<file path="config.mk">
export PLATFORM = sky130hd
export DESIGN_NAME = sao_eo_stat_ctrl
export DESIGN_NICKNAME = d
export VERILOG_FILES = /design/src/rtl/sao_eo_stat_ctrl.sv
export SDC_FILE = /design/constraint.sdc
export NUM_CORES = 1
export LEC_CHECK = 0
export CAP_MARGIN = 25
export CORE_MARGIN = 2
export CORE_UTILIZATION = 25
export CTS_CLUSTER_SIZE = 30
export DETAILED_ROUTE_END_ITERATION = 8
export GPL_ROUTABILITY_DRIVEN = 0
export PLACE_DENSITY = 0.42
export SYNTH_ARGS = -nofsm -noshare
export SYNTH_HDL_FRONTEND = slang
export SYNTH_SLANG_ARGS = --single-unit
</file>
<file path="constraint.sdc">
create_clock -name clk -period 6.1 [get_ports clk]
set_input_delay 1.22 -clock clk [delete_from_list [all_inputs] [get_ports clk]]
set_output_delay 1.22 -clock clk [all_outputs]
set_load 0.03 [all_outputs]
</file>
<file path="src/rtl/sao_eo_stat_ctrl.sv">
`default_nettype none
// ============================================================================
// Module   : sao_eo_stat_ctrl
// Brief    : SAO edge-offset class-0 (horizontal) statistics sequencer.
//            Takes rec/org sample pairs in raster order over valid/ready.
//            Forms a left/middle/right window for each interior column and
//            classifies the middle sample into edge category 1..4. Then it
//            accumulates a per-category count and a sum of (org - rec).
//            Pipeline: window at the accept edge, category/diff one edge
//            later, accumulators one edge after that.
// Options  : SAO_STAT_CAT0_EN - adds stat_cnt0, the count of evaluated
//            samples that fall into category 0.
// Revision : 1.0 - initial release
// ============================================================================
module sao_eo_stat_ctrl #(
  parameter int BIT_DEPTH = 8,
  parameter int MAX_DIM   = 64,
  parameter int CNT_W     = $clog2(MAX_DIM * MAX_DIM) + 1,
  parameter int SUM_W     = CNT_W + BIT_DEPTH + 1,
  parameter int DIM_W     = $clog2(MAX_DIM)
) (
  input  logic                   clk,
  input  logic                   arst_n,
  input  logic                   start,
  input  logic [DIM_W-1:0]       width_m1,
  input  logic [DIM_W-1:0]       height_m1,
  input  logic                   pix_valid,
  output logic                   pix_ready,
  input  logic [BIT_DEPTH-1:0]   pix_rec,
  input  logic [BIT_DEPTH-1:0]   pix_org,
  output logic                   busy,
  output logic                   done,
  // Category k (1..4) lives in field k-1; each stat_sum field is two's complement
  output logic [4*CNT_W-1:0]     stat_cnt,
  output logic [4*SUM_W-1:0]     stat_sum
`ifdef SAO_STAT_CAT0_EN
  ,
  output logic [CNT_W-1:0]       stat_cnt0
`endif
);

  typedef enum logic [1:0] {
    ST_IDLE   = 2'd0,
    ST_RUN    = 2'd1,
    ST_DRAIN0 = 2'd2,
    ST_DRAIN1 = 2'd3
  } state_t;

  state_t                 state_q, state_d;
  logic [DIM_W-1:0]       width_q, width_d;
  logic [DIM_W-1:0]       height_q, height_d;
  logic [DIM_W-1:0]       col_q, col_d;
  logic [DIM_W-1:0]       row_q, row_d;
  logic                   done_q, done_d;
  logic                   w_clear;
  logic                   w_accept;

  // Window: rec of columns c-2, c-1, c and org of columns c-1, c
  logic [BIT_DEPTH-1:0]   rec_l_q, rec_l_d;
  logic [BIT_DEPTH-1:0]   rec_m_q, rec_m_d;
  logic [BIT_DEPTH-1:0]   rec_r_q, rec_r_d;
  logic [BIT_DEPTH-1:0]   org_m_q, org_m_d;
  logic [BIT_DEPTH-1:0]   org_r_q, org_r_d;
  logic                   win_vld_q, win_vld_d;

  // Classification stage
  logic [2:0]             cat_q, cat_d;
  logic [BIT_DEPTH:0]     diff_q, diff_d;
  logic                   eval_q, eval_d;

  // Accumulators
  logic [4*CNT_W-1:0]     cnt_q, cnt_d;
  logic [4*SUM_W-1:0]     sum_q, sum_d;
  logic [SUM_W-1:0]       w_diff_ext;
`ifdef SAO_STAT_CAT0_EN
  logic [CNT_W-1:0]       cnt0_q, cnt0_d;
`endif

  assign w_accept   = pix_valid && (state_q == ST_RUN);
  assign pix_ready  = (state_q == ST_RUN);
  assign busy       = (state_q != ST_IDLE);
  assign done       = done_q;
  assign stat_cnt   = cnt_q;
  assign stat_sum   = sum_q;
`ifdef SAO_STAT_CAT0_EN
  assign stat_cnt0  = cnt0_q;
`endif

  // Sign of (a - b) as a 2-bit two's complement value: +1, 0 or -1
  function automatic logic [1:0] sgn(input logic [BIT_DEPTH-1:0] a,
                                     input logic [BIT_DEPTH-1:0] b);
    if (a > b)      return 2'b01;
    else if (a < b) return 2'b11;
    else            return 2'b00;
  endfunction

  // Next state, dimension latch and raster position counters
  always_comb begin
    state_d  = state_q;
    width_d  = width_q;
    height_d = height_q;
    col_d    = col_q;
    row_d    = row_q;
    done_d   = 1'b0;
    w_clear  = 1'b0;
    case (state_q)
      ST_IDLE: begin
        if (start) begin
          state_d  = ST_RUN;
          width_d  = width_m1;
          height_d = height_m1;
          col_d    = '0;
          row_d    = '0;
          w_clear  = 1'b1;
        end
      end
      ST_RUN: begin
        if (w_accept) begin
          if (col_q == width_q) begin
            col_d = '0;
            if (row_q == height_q) state_d = ST_DRAIN0;
            else                   row_d   = row_q + 1'b1;
          end else begin
            col_d = col_q + 1'b1;
          end
        end
      end
      ST_DRAIN0: state_d = ST_DRAIN1;
      ST_DRAIN1: begin
        state_d = ST_IDLE;
        done_d  = 1'b1;
      end
      default: state_d = ST_IDLE;
    endcase
  end

  // Window shift on every accepted sample; a full in-row window exists from column 2 on
  always_comb begin
    rec_l_d   = rec_l_q;
    rec_m_d   = rec_m_q;
    rec_r_d   = rec_r_q;
    org_m_d   = org_m_q;
    org_r_d   = org_r_q;
    win_vld_d = 1'b0;
    if (w_accept) begin
      rec_l_d   = rec_m_q;
      rec_m_d   = rec_r_q;
      rec_r_d   = pix_rec;
      org_m_d   = org_r_q;
      org_r_d   = pix_org;
      win_vld_d = (col_q >= DIM_W'(2));
    end
  end

  // Edge category and (org - rec) of the middle sample
  always_comb begin
    logic [2:0] s;
    logic [1:0] sl;
    logic [1:0] sr;
    sl     = sgn(rec_m_q, rec_l_q);
    sr     = sgn(rec_m_q, rec_r_q);
    s      = {sl[1], sl} + {sr[1], sr};
    eval_d = win_vld_q;
    diff_d = {1'b0, org_m_q} - {1'b0, rec_m_q};
    case (s)
      3'b110:  cat_d = 3'd1;  // -2: local minimum
      3'b111:  cat_d = 3'd2;  // -1: concave corner
      3'b001:  cat_d = 3'd3;  // +1: convex corner
      3'b010:  cat_d = 3'd4;  // +2: local maximum
      default: cat_d = 3'd0;
    endcase
  end

  assign w_diff_ext = {{(SUM_W-BIT_DEPTH-1){diff_q[BIT_DEPTH]}}, diff_q};

  // Accumulator update; an accepted start clears everything for the new block
  always_comb begin
    cnt_d = cnt_q;
    sum_d = sum_q;
`ifdef SAO_STAT_CAT0_EN
    cnt0_d = cnt0_q;
`endif
    if (w_clear) begin
      cnt_d = '0;
      sum_d = '0;
`ifdef SAO_STAT_CAT0_EN
      cnt0_d = '0;
`endif
    end else if (eval_q) begin
      for (int k = 0; k < 4; k++) begin
        if (cat_q == 3'(k + 1)) begin
          cnt_d[k*CNT_W +: CNT_W] = cnt_q[k*CNT_W +: CNT_W] + CNT_W'(1);
          sum_d[k*SUM_W +: SUM_W] = sum_q[k*SUM_W +: SUM_W] + w_diff_ext;
        end
      end
`ifdef SAO_STAT_CAT0_EN
      if (cat_q == 3'd0) cnt0_d = cnt0_q + CNT_W'(1);
`endif
    end
  end

  // State and datapath registers, all cleared by the asynchronous reset
  always_ff @(posedge clk or negedge arst_n) begin
    if (!arst_n) begin
      state_q   <= ST_IDLE;
      width_q   <= '0;
      height_q  <= '0;
      col_q     <= '0;
      row_q     <= '0;
      done_q    <= 1'b0;
      rec_l_q   <= '0;
      rec_m_q   <= '0;
      rec_r_q   <= '0;
      org_m_q   <= '0;
      org_r_q   <= '0;
      win_vld_q <= 1'b0;
      cat_q     <= '0;
      diff_q    <= '0;
      eval_q    <= 1'b0;
      cnt_q     <= '0;
      sum_q     <= '0;
`ifdef SAO_STAT_CAT0_EN
      cnt0_q    <= '0;
`endif
    end else begin
      state_q   <= state_d;
      width_q   <= width_d;
      height_q  <= height_d;
      col_q     <= col_d;
      row_q     <= row_d;
      done_q    <= done_d;
      rec_l_q   <= rec_l_d;
      rec_m_q   <= rec_m_d;
      rec_r_q   <= rec_r_d;
      org_m_q   <= org_m_d;
      org_r_q   <= org_r_d;
      win_vld_q <= win_vld_d;
      cat_q     <= cat_d;
      diff_q    <= diff_d;
      eval_q    <= eval_d;
      cnt_q     <= cnt_d;
      sum_q     <= sum_d;
`ifdef SAO_STAT_CAT0_EN
      cnt0_q    <= cnt0_d;
`endif
    end
  end

endmodule
`default_nettype wire

</file>
**After elaboration in Yosys (flattened, before gate mapping)**

Cells that the tools add are included.

- Flip-flop bits (word level): 221
- Input port bits: 32
- Output and inout bits: 143
- Word-level logic and storage cells: 109

- Add/sub/neg operators: 12
- $lt $le $gt $ge: 5
- Eq/ne operators: 18
- Multiplexer cells: 34
- Reductions and logical operators: 17

Operator list:

| kind | count |
|---|---|
| two-way mux 88 bit | 2 |
| two-way mux 52 bit | 2 |
| adder 22 bit | 4 |
| two-way mux 22 bit | 4 |
| adder 13 x 1 -> 13 bit (second input constant) | 4 |
| two-way mux 13 bit | 4 |
| two-way mux 6 bit | 6 |
| one-hot mux 6 bit (2 select lines) | 2 |
| greater-than comparator 8 bit | 2 |
| less-than comparator 8 bit | 2 |
| two-way mux 2 bit | 8 |
| nonzero test 2 bit | 7 |
| adder 6 x 1 -> 6 bit (second input constant) | 2 |
| == test 6 bit | 2 |
| one-hot mux 3 bit (4 select lines) | 1 |
| AND reduction 2 bit | 5 |
| == test 3 x 2 -> 1 bit (second input constant) | 3 |
| == test 3 bit (second input constant) | 3 |
| subtractor 8 x 8 -> 9 bit | 1 |
| one-hot mux 2 bit (4 select lines) | 1 |
| == test 3 x 1 -> 1 bit (second input constant) | 2 |
| >= comparator 6 x 2 -> 1 bit (second input constant) | 1 |
| inequality test 2 x 1 -> 1 bit (second input constant) | 3 |
| AND reduction 5 bit | 1 |
| 9 further kinds | 14 |

**Logic depth before layout (Yosys ltp)**

- Depth after elaboration: 6
- Depth in mapped cells: 14
- Depth with buffers taken out: 14

**Worst setup path before layout**

OpenSTA, ideal clock, no wires.

- Kind: register -> register
- Start point: register diff_q[8]
- End point: register sum_q[21] (netlist: stat_sum[21])
- Library setup time: 0.134 ns
- Arrival time: 3.150 ns
- Required time: 5.966 ns
- Slack: 2.816 ns
- Cell stages (with the launch flop): 11
- Buffers on the path: 1
- Clock period less this slack: 3.284 ns
- Cell sequence: dfrtp_1 -> ha_1 -> clkbuf_1 -> a21o_1 -> a2111o_1 -> nand4_1 -> nand3_2 -> o31ai_4 -> mux2i_1 -> o21ai_1 -> nor3b_2

- Cells in the longest elaborated chain, start to end: 4

RTL lines:

| what | RTL line | source |
|---|---|---|
| start, declared | 68 | `logic [BIT_DEPTH:0] diff_q, diff_d;` |
| start signal, assigned | 239 | `diff_q <= diff_d;` |
| adder 22 bit | 193 | `sum_d[k*SUM_W +: SUM_W] = sum_q[k*SUM_W +: SUM_W] + w_diff_ext;` |
| two-way mux 22 bit | 191 | `if (cat_q == 3'(k + 1)) begin` |
| two-way mux 88 bit | 189 | `end else if (eval_q) begin` |
| two-way mux 88 bit | 183 | `if (w_clear) begin` |
| end signal, assigned | 242 | `sum_q <= sum_d;` |
| end, declared | 73 | `logic [4*SUM_W-1:0] sum_q, sum_d;` |

Every way passes these cells. The select of a mux whose other input is x is not followed.
A chain may end at the register's enable or synchronous reset.

**Worst setup path after layout**

- Start point: register state_q[1]
- End point: output pix_ready

- Cells in the longest elaborated chain, start to end: 1

RTL lines:

| what | RTL line | source |
|---|---|---|
| start, declared | 49 | `state_t state_q, state_d;` |
| start signal, assigned | 226 | `state_q <= state_d;` |
| == test 2 x 1 -> 1 bit | 80 | `assign pix_ready = (state_q == ST_RUN);` |
| end, declared | 28 | `output logic pix_ready,` |

Every way passes these cells.

==> run metrics <==
Setup crit end kind output pin; relative slew slack 46.0%; Starting Density 25.4%; status completed; largest cells by area after synthesis dfrtp_1, ha_1, nand2_1, a21oi_1, xor2_1; Setup-failing EPs final 0; post-synthesis sequential area ratio 39.5%; WL final 40.4 mm; Antenna Nets Post-Route 0; Hold WC Path Type reg -> reg; area share of the largest cell type after synthesis 39.5%; Post-Synthesis Cells around 1600; critical path launch point type flip-flop; die width 241 um; pwr/cell area 379 mW/mm^2; initial antenna violation count 0; PostCTS Resize Cnt 0; CP max-delay cell clkdlybuf4s50_1; clock sink count approximately 220; Port Buffers 174; library cells used by synthesis 74; first-pass GRT wire length roughly 65 mm; chip height 241 um; Finished Core Util 31.8%; Tmin final ~3.5 ns; die area just under 0.06 mm^2; Worst-Margin Slew approximately 0.81 ns; Achievable Freq roughly 0.28 GHz; row count 86; Post-synth EDFFs 0; hold_ws 0.408 ns; largest net degree at the start of global routing 73; most frequent cells in the layout nand2_1, dfrtp_1, clkdlybuf4s50_1, a21oi_1, ha_1; dpl hpwl 29.1 mm; Worst-Skew Late Latency 0.56 ns; Top Ports roughly 180; final net count 1872; worst r2r path cells 10; drt pass-1 iters 5; Area Growth Syn to Fin 25.4%; Synthesized Nets between 1500 and 2000; routed len/inst 16.3 um; postcts setup bufs 0; Clock Pin Slew Worst Setup and Hold Paths ~0.06 ns; critical path's largest stage delay between 0.7 and 0.8 ns; total track usage 14.1%; CTS tree yes; Pleak 7.99 nW; Iter 0 DRT Violations 482; maximum clock path buffer count 3; critical path depth in cells 3; Peak supply drop 0.000262 V; CP Class reg -> out; CP bufs+invs 2; H-tree levels 1; MaxCap Viol Count 0; Worst setup startpoint state_q[1]; area leader, netlist dfrtp_1; post-synthesis register bit count 221; Pins Over Slew Limit 0; crit-path cells inv_1, ha_1, clkdlybuf4s50_1; placed inst area between 0.015 and 0.02 mm^2; RSZ-0062 raised after global routing no; CP arrival 2.31 ns; worst path required time 4.88 ns; CTS Buf Count 28; vias per cell 4.63; placed cells 2431; root buffer cell clkbuf_16; Most used DFF post-synth dfrtp_1; ANT cells 0; Final Hold Viols 0; Worst setup endpoint pix_ready; Hold Buf Count CTS 0; GR Overflow Total 0; async set-reset flop share out of synthesis 100%; # DRC 0; Post-Layout Cell Count 2483; vias in the first global route 11700; CP delay by family, top buffers and inverters; core area 0.0552 mm^2; Critical R2R Launch diff_q[8]; final clock skew 0.0103 ns; Tcrit/Tclk final between 50% and 60%; r2r setup slk about 2.7 ns; total number of vias 11500; Design Area, Final 0.0176 mm^2; cell area after synthesis 0.0140 mm^2; Syn. warnings 0; setup TNS 0 ns; layout cells sized above 1 6.51%; Syn Area/Cell 9.02 um^2; reg2reg end stat_sum[61]; worst-path fanout max 9
-- power by group --
group	total, mW	internal (mW)	switching, mW
Clock	1.71	1.04	0.673
Combinational	2.85	1.18	1.68
Sequential	2.09	1.75	0.337
Total	6.65	3.96	2.69
-- cell usage after synthesis (6+ instances only) --
| library cell | count |
|---|---|
| o21bai_1 | 7 |
| o21a_1 | 15 |
| o21ai_1 | 7 |
| buf_1 | 7 |
| o21ai_0 | 93 |
| nand2b_1 | 21 |
| mux2_2 | 25 |
| xor2_1 | 61 |
| xnor2_1 | 57 |
| and3_1 | 22 |
| ha_1 | 121 |
| fa_1 | 6 |
| nor3_1 | 27 |
| o211ai_1 | 7 |
| a31oi_1 | 10 |
| nor2_1 | 115 |
| nand2_1 | 221 |
| a21o_1 | 55 |
| mux2i_1 | 9 |
| dfrtp_1 | 221 |
| or3_1 | 14 |
| nand4_1 | 33 |
| nor2b_1 | 13 |
| clkbuf_1 | 51 |
| nand3_1 | 30 |
| o31ai_1 | 6 |
| a211oi_1 | 17 |
| inv_1 | 53 |
| a21oi_1 | 148 |
-- per-stage QoR --
step | power [mW] | worst slack, ns
3_5_place_dp | 4.99 | 2.29
4_1_cts | 6.76 | 2.51
2_1_floorplan | 4.15 | 2.82
6_report | 6.65 | 2.57
5_1_grt | 7.23 | 2.43
3_3_place_gp | 4.97 | 2.29
-- flip-flops by register name, summed over array words and instances (netlist names) --
register,cells
stat_sum,88
stat_cnt,52
diff_q,9
org_m_q,8
org_r_q,8
rec_l_q,8
rec_m_q,8
rec_r_q,8
col_q,6
height_q,6
row_q,6
width_q,6
cat_q,3
state_q,2
done,1
eval_d,1
eval_q,1
-- layer usage --
metal / global-route usage (%) / up-vias / part of all wire [%]
met5: 0 / - / 0
met1: 18.9 / 5461 / 47
met4: 3.14 / 0 / 1.5
met2: 23.6 / 178 / 47
met3: 2.46 / 42 / 4.7
li1: - / 5819 / -
-- worst min-delay path by stage --
stage / startpoint / cells past startpoint / endpoint
floorplan: eval_d / 0 / eval_q
global placement: eval_d / 0 / eval_q
detailed placement: eval_d / 0 / eval_q
CTS: eval_d / 0 / eval_q
global route: eval_d / 0 / eval_q
finish: eval_d / 0 / eval_q
-- logic make-up (layout without fill, tap and decap cells) --
kind of cell / Yosys count / count (layout) / share of synthesized area, %
AND/OR/NAND/NOR: 535 / 535 / 17.9
AO/OA/AOI/OAI: 405 / 405 / 17.9
flip-flops: 221 / 221 / 39.5
adder cells (fa/ha/maj): 127 / 127 / 11.7
XOR/XNOR: 118 / 118 / 7.38
buffers and inverters: 113 / 295 / 3.05
multiplexers: 34 / 34 / 2.65
-- final cells by class --
cell class	instances	area, um^2
clock buffers	44	892
clock inverters	8	68.8
fillers	5737	37600
inverters	53	199
multi-input cells	1219	8070
flip-flops and latches	221	5530
well taps	748	936
repair buffers	190	1870
Note: power is estimated with default switching activity, not from simulation.
==> RTL edit, RTL diff (same settings) <==
Register the output `stat_cnt` once more, with the module's reset; this adds one clock of latency there. The other outputs are not delayed to match.
--- a/src/rtl/sao_eo_stat_ctrl.sv
+++ b/src/rtl/sao_eo_stat_ctrl.sv
@@ -80,7 +80,13 @@
   assign pix_ready  = (state_q == ST_RUN);
   assign busy       = (state_q != ST_IDLE);
   assign done       = done_q;
-  assign stat_cnt   = cnt_q;
+  always_ff @(posedge clk or negedge arst_n) begin
+    if (!arst_n) begin
+      stat_cnt <= '0;
+    end else begin
+      stat_cnt <= cnt_q;
+    end
+  end
   assign stat_sum   = sum_q;
 `ifdef SAO_STAT_CAT0_EN
   assign stat_cnt0  = cnt0_q;
Formal check against the unedited RTL: not equivalent (a bounded check fails within 10 cycles, from zero or initial values and one cycle with arst_n low).
==> RTL edit against the original RTL <==
Sequential cell count increased by 52; highest routed layer is now met5; routed wire length increased by 8.2%; die area increased by 9.4%; final area increased by 9.8%; area after synthesis increased by 9.6%; largest power group unchanged; setup slack got worse by 0.0037 ns; critical path type unchanged; total power increased by 15%; critical endpoint unchanged.
==> RTL edit: results <==
[global_route]
grt_start_max_net_pins = 102
grt_usage = 0.1388
antenna_found_initial = 2
grt_pass1_vias = 12490
grt_pass1_wl_um = 70240

[hold_path]
holdPathStages = 0
hold_end = stat_cnt[12]
holdCritPathClass = reg -> reg
min_from = cnt_q[12]

[cells_and_area]
largest_reg_flops = 88
final_layout_size_suffix_gt1_frac = 0.06260
final_nets = 1971
n_antenna_cell = 0

[power]
peakVddDrop_mv = 0.1798
leakagePower_nw = 8.677
switching_share = 0.3872
clkPwrFrac = 0.290
p_comb_mw = 3.01

[sta]
fin_skew_ns = 0.02156
timing.hold.ws_ns = 0.3977
tightestPinTransition_ns = 0.9016

[placement]
portBuffers = 174
dpl-instance-area_mm2 = 0.01803
dpl.hpwl_um = 31480

[run_status]
status = finished, final reports clean

[yosys]
synth_fa_ha_area_frac = 0.1065
synth-async-reset-ratio = 1.000
synth_cell_types = 73
synthXorXnorAreaFrac = 0.06563
synth_nets = 1796
yosys-top-cells-count = dfrtp_1 (273), nand2_1 (230), a21oi_1 (143), nor2_1 (125), ha_1 (121)
synth.area.mux_share = 0.02030
synth.most_common_cell = dfrtp_1
synth_compound_area_frac = 0.1625
synth-seq-area-share = 0.4451
synth.area.top_cells = dfrtp_1 (45%), ha_1 (9.9%), nand2_1 (5.6%)

[setup_path]
reg2reg_slack_ns = 2.75
crit_start = state_q[1]
reg2reg_depth = 10
r2r_start = diff_q[8]
cp_slowest_cell = clkdlybuf4s50_1
r2r_end = stat_sum[62]
crit_path_end = pix_ready
cp_top_family = buffers and inverters
path_max_fanout = 12

[clock_tree]
numCtsBuffers = 37
htreeDepth = 2
clock_latency_ns = 0.55
clkSlewWorstSetupHoldPaths_ns = 0.06
post_cts_buffers = 0
cts-root-buf = clkbuf_16

[route]
wl_per_cell_um = 16.71
initialDrtViolationCount = 546
drt-pass1-iter-count = 6
via_per_inst = 4.743
## RTL edit: per-layer routing
layer  wire length [µm]  vias to the layer above  GRT usage
met2              20080                      217     0.2251
met4               1031                        4    0.04269
met1              20260                     6002     0.1834
met3               2365                       67    0.03198
li1                   -                     6132          -
met5                 26                        -          0
## RTL edit: final cells by class
class	count	area [µm²]
Timing Repair Buffer	192	1894
Clock buffer	52	1084
Multi-Input combinational cell	1248	8097
Clock inverter	12	166.4
Fill cell	6234	41190
Tap cell	782	978.4
Inverter	60	225.2
Sequential cell	273	6833
## RTL edit: per-stage QoR
step	power (mW)	util	worst slack, ns	instances
2_1_floorplan	4.614	-	2.893	1637
3_3_place_gp	5.474	0.2981	2.406	2555
3_5_place_dp	5.519	0.2981	2.362	2555
4_1_cts	7.820	0.3188	2.490	2619
5_1_grt	8.297	0.3188	2.394	2619
6_report	7.669	0.3188	2.570	2619
